==> config.mk <==
export PLATFORM = sky130hd
export DESIGN_NAME = cdc_syncfifo
export DESIGN_NICKNAME = d
export VERILOG_FILES = /design/src/rtl/cdc_syncfifo.sv
export SDC_FILE = /design/constraint.sdc
export NUM_CORES = 1
export LEC_CHECK = 0
export BUFFER_PORTS_ARGS = -buffer_cell sky130_fd_sc_hd__buf_2
export CAP_MARGIN = 20
export CELL_PAD_IN_SITES_DETAIL_PLACEMENT = 0
export CELL_PAD_IN_SITES_GLOBAL_PLACEMENT = 1
export CORE_AREA = 2 2 116 118
export CTS_CLUSTER_SIZE = 10
export DETAILED_ROUTE_END_ITERATION = 10
export DIE_AREA = 0 0 118 120
export PLACE_DENSITY_LB_ADDON = 0.1
export SLEW_MARGIN = 40
export SYNTH_ARGS = -nofsm -noshare
export SYNTH_HDL_FRONTEND = slang
export SYNTH_SLANG_ARGS = --single-unit
==> constraint.sdc <==
create_clock -name clk -period 2.6 [get_ports clk]
set_input_delay 0.13 -clock clk [delete_from_list [all_inputs] [get_ports clk]]
set_output_delay 0.13 -clock clk [all_outputs]
set_load 0.05 [all_outputs]
==> src/rtl/cdc_syncfifo.sv <==
// Single-clock synchronous FIFO with ready/enable handshakes on both sides.
// Define CDC_SYNCFIFO_FWFT_EN for first-word-fall-through reads; default is registered rdata.
module cdc_syncfifo #(
  parameter int unsigned DWIDTH = 8,
  parameter int unsigned AWIDTH = 4
) (
  input  logic              clk,
  input  logic              rstn,
  input  logic              w_en,
  input  logic [DWIDTH-1:0] wdata,
  output logic              wrdy,
  input  logic              r_en,
  output logic              rrdy,
  output logic [DWIDTH-1:0] rdata,
  output logic [AWIDTH:0]   count
);

  localparam int unsigned Depth = 2 ** AWIDTH;

  logic [AWIDTH:0]   wptr_q, wptr_d;
  logic [AWIDTH:0]   rptr_q, rptr_d;
  logic [DWIDTH-1:0] mem_q [Depth];
  logic              empty, full;
  logic              wr_acc, rd_acc;

  // Extra pointer MSB distinguishes full from empty when the low bits match.
  always_comb begin
    empty = (wptr_q == rptr_q);
    full  = (wptr_q[AWIDTH] != rptr_q[AWIDTH]) &&
            (wptr_q[AWIDTH-1:0] == rptr_q[AWIDTH-1:0]);
  end

  always_comb begin
    wrdy   = !full;
    rrdy   = !empty;
    wr_acc = w_en && !full;
    rd_acc = r_en && !empty;
    count  = wptr_q - rptr_q;
  end

  always_comb begin
    wptr_d = wptr_q;
    rptr_d = rptr_q;
    if (wr_acc) wptr_d = wptr_q + 1'b1;
    if (rd_acc) rptr_d = rptr_q + 1'b1;
  end

  always_ff @(posedge clk or negedge rstn) begin
    if (!rstn) begin
      wptr_q <= '0;
      rptr_q <= '0;
    end else begin
      wptr_q <= wptr_d;
      rptr_q <= rptr_d;
    end
  end

  // Storage is intentionally not reset; the pointers alone define what is valid.
  always_ff @(posedge clk) begin
    if (wr_acc) mem_q[wptr_q[AWIDTH-1:0]] <= wdata;
  end

`ifdef CDC_SYNCFIFO_FWFT_EN
  assign rdata = mem_q[rptr_q[AWIDTH-1:0]];
`else
  logic [DWIDTH-1:0] rdata_q, rdata_d;

  always_comb begin
    rdata_d = rdata_q;
    if (rd_acc) rdata_d = mem_q[rptr_q[AWIDTH-1:0]];
  end

  always_ff @(posedge clk or negedge rstn) begin
    if (!rstn) rdata_q <= '0;
    else       rdata_q <= rdata_d;
  end

  assign rdata = rdata_q;
`endif

endmodule

==> impl_metrics.toml <==
[run_status]
status = "finished, final reports clean"

[critical_path]
cp_max_fo = 4
r2r_setup_slack_ns = 0.33
timing_worst_setup_path_type = "reg2out"
crit_required_ns = 2.47
cp-start-kind = "register"
critPathArrivalTime_ns = 2.35
endpoint_kind = "output pin"

[global_route]
antenna_found_initial = 0
grt_pass1_vias = 3195
grtUsageTotal = 0.199
grt_max_degree = 51
grt_pass1_wl_um = 19900
gr-total-overflow = 0

[sta]
fmax_mhz = 403
finalSetupTns_ns = 0
period_needed_ns = 2.48
fin_crit_sh = 0.954
rsz0062_at_grt = "false"
slew_headroom = 0.453
tightest_slew_ns = 0.821
skew_ns = 0.00455
drv_slew = 0
hold_ws_ns = 0.116
finalSetupViolCount = 0
hold_viol = 0

[cells_and_area]
postLayoutCoreUtil = 0.537
diodes = 0
nFillCells = 1073
layout_common_cells = "128 x edfxtp_1, 32 x mux2i_1, 25 x buf_2"
drive_above_1_share = 0.239
final_nets = 410
final_common_cell = "edfxtp_1"
seqCellArea_mm2 = 0.00430
instances_no_fill = 577
multi_input_area_mm2 = 0.00150
area_growth_pct = 16.8

[routing]
ant_nets = 0
viasPerCell = 5.48
drt_iter0_drc = 243
wl_per_cell_um = 22.6
dr.pass1.iters = 4
vias = 3161
drc = 0
wl_um = 13000

[hold_path]
hold_class = "in2reg"

[logic_synthesis]
syn_area_mm2 = 0.00597
synth_top_area_cell = "edfxtp_1"
synthArstFlopShare = 0.123
synth_flop_cell = "edfxtp_1"
synth_fp_nets = 360
synthCells = 338
ys_ff_latch = 146
synth.distinct_cells = 33
synth_enable_flop_cells = 128
yosysWarnings = 0
syn-mean-instance-area_um2 = 17.7
synthTopCellsByArea = "edfxtp_1 64%, dfrtp_1 7.5%, mux2i_1 5.4%"
synth-seq-area-share = 0.720
yosysTopAreaCellShare = 0.644

[cts]
cts_setup_buffers = 0
clock-sinks = 146
clock-root-buffer = "clkbuf_16"
insertion_delay_ns = 0.42
cts_buffers = 17
cts_buffer_depth = 2
cts_tree = "done"
htreeDepth = 4
clk_pin_slew_worst_paths_ns = 0.06

[place]
hpwl_um = 8400
port_buffers = 26
dp_cells = 544
gp_congestion = 0.804

[floorplanning]
floorplan.initialDensity = 0.460
coreArea_mm2 = 0.0130
die_w_um = 118
placementRows = 42
die_y_um = 120
ioPinCount = 27
die-area_mm2 = 0.0142

[job]
max-cap-violations = 0

[power_and_ir_drop]
ir_drop_v = 0.000536
powerDensity_mw_per_mm2 = 1280
p_leak_uw = 0.00249
## state kept, by name, indices dropped and copies added (netlist names)
name    cells
rdata       8
rptr_q      5
wptr_q      5
mem_q     128
## per-stage QoR
stage	worst slack (ns)	total power, uW	area [um^2]
final	0.120	8950	6970
after global routing	0.0356	9390	6970
after CTS	0.0116	9000	6970
after detailed placement	0.314	6470	6340
after global placement	0.353	6460	6340
after floorplan	-0.172	5610	5980
## kinds of logic (layout without fill, tap and decap cells)
family,after synthesis,after routing,share of synthesized area
AO/OA/AOI/OAI,41,41,0.0478
buffers and inverters,29,92,0.0315
adder cells (fa/ha/maj),10,10,0.0222
flip-flops,146,146,0.720
XOR/XNOR,13,13,0.0191
multiplexers,48,48,0.117
AND/OR/NAND/NOR,51,51,0.0426
## synthesized netlist by cell type, types with 4 or more instances
library cell and instances:
ha_1 9, mux4_1 5, buf_6 7, xnor2_1 10
nor4_1 4, o22ai_1 16, dfrtp_1 18, buf_2 5
nor3_1 4, a31oi_1 8, mux4_2 11, and3_1 4
nor2_1 22, edfxtp_1 128, mux2i_1 32, inv_1 12
nand2_1 7, nand4_1 4, a22oi_1 8
## worst max-delay path, cell delays in order (launching register included)
cell and delay, ns:
dfrtp_1 0.43, inv_2 0.12, ha_1 0.15, inv_1 0.06, fa_1 0.40, a21o_1 0.19
a21oi_1 0.23, xnor2_1 0.14, buf_4 0.21
## where the power goes
| part | leakage (uW) | switching (uW) | internal (uW) | total, uW |
|---|---|---|---|---|
| registers | 0.00136 | 136 | 2910 | 3040 |
| logic | 0.000834 | 2250 | 1120 | 3370 |
| clock network | 0.000288 | 944 | 1590 | 2540 |
## metal layers
| metal | vias up | GRT usage | share of wire |
|---|---|---|---|
| li1 | 1437 | - | - |
| met1 | 1620 | 0.281 | 0.47 |
| met2 | 83 | 0.293 | 0.45 |
| met3 | 21 | 0.0537 | 0.055 |
| met4 | 0 | 0.0873 | 0.026 |
| met5 | - | 0 | 0 |
## final timing paths
path                           endpoint  depth (start not counted)      start
min reg2reg                   rptr_q[4]                          1  rptr_q[4]
min in group asynchronous     rptr_q[4]                          2       rstn
max reg2reg                 mem_q[6][6]                          6  wptr_q[0]
min                        mem_q[12][2]                          1   wdata[2]
max in group asynchronous     rptr_q[1]                          2       rstn
max                            count[4]                          8  wptr_q[0]
## layout make-up
type | count | share of cell area
Clock buffer | 17 | 0.0610
Clock inverter | 15 | 0.0271
Inverter | 12 | 0.00646
Multi-Input combinational cell | 163 | 0.215
Sequential cell | 146 | 0.616
Tap cell | 176 | 0.0316
Timing Repair Buffer | 48 | 0.0431
## timing repair
action	in CTS	in global routing
endpoints found under the hold margin	18	0
hold buffers	1	0
endpoints found under the setup margin	0	1
gates resized for setup	0	3
Power figures use the tool's default switching activity.
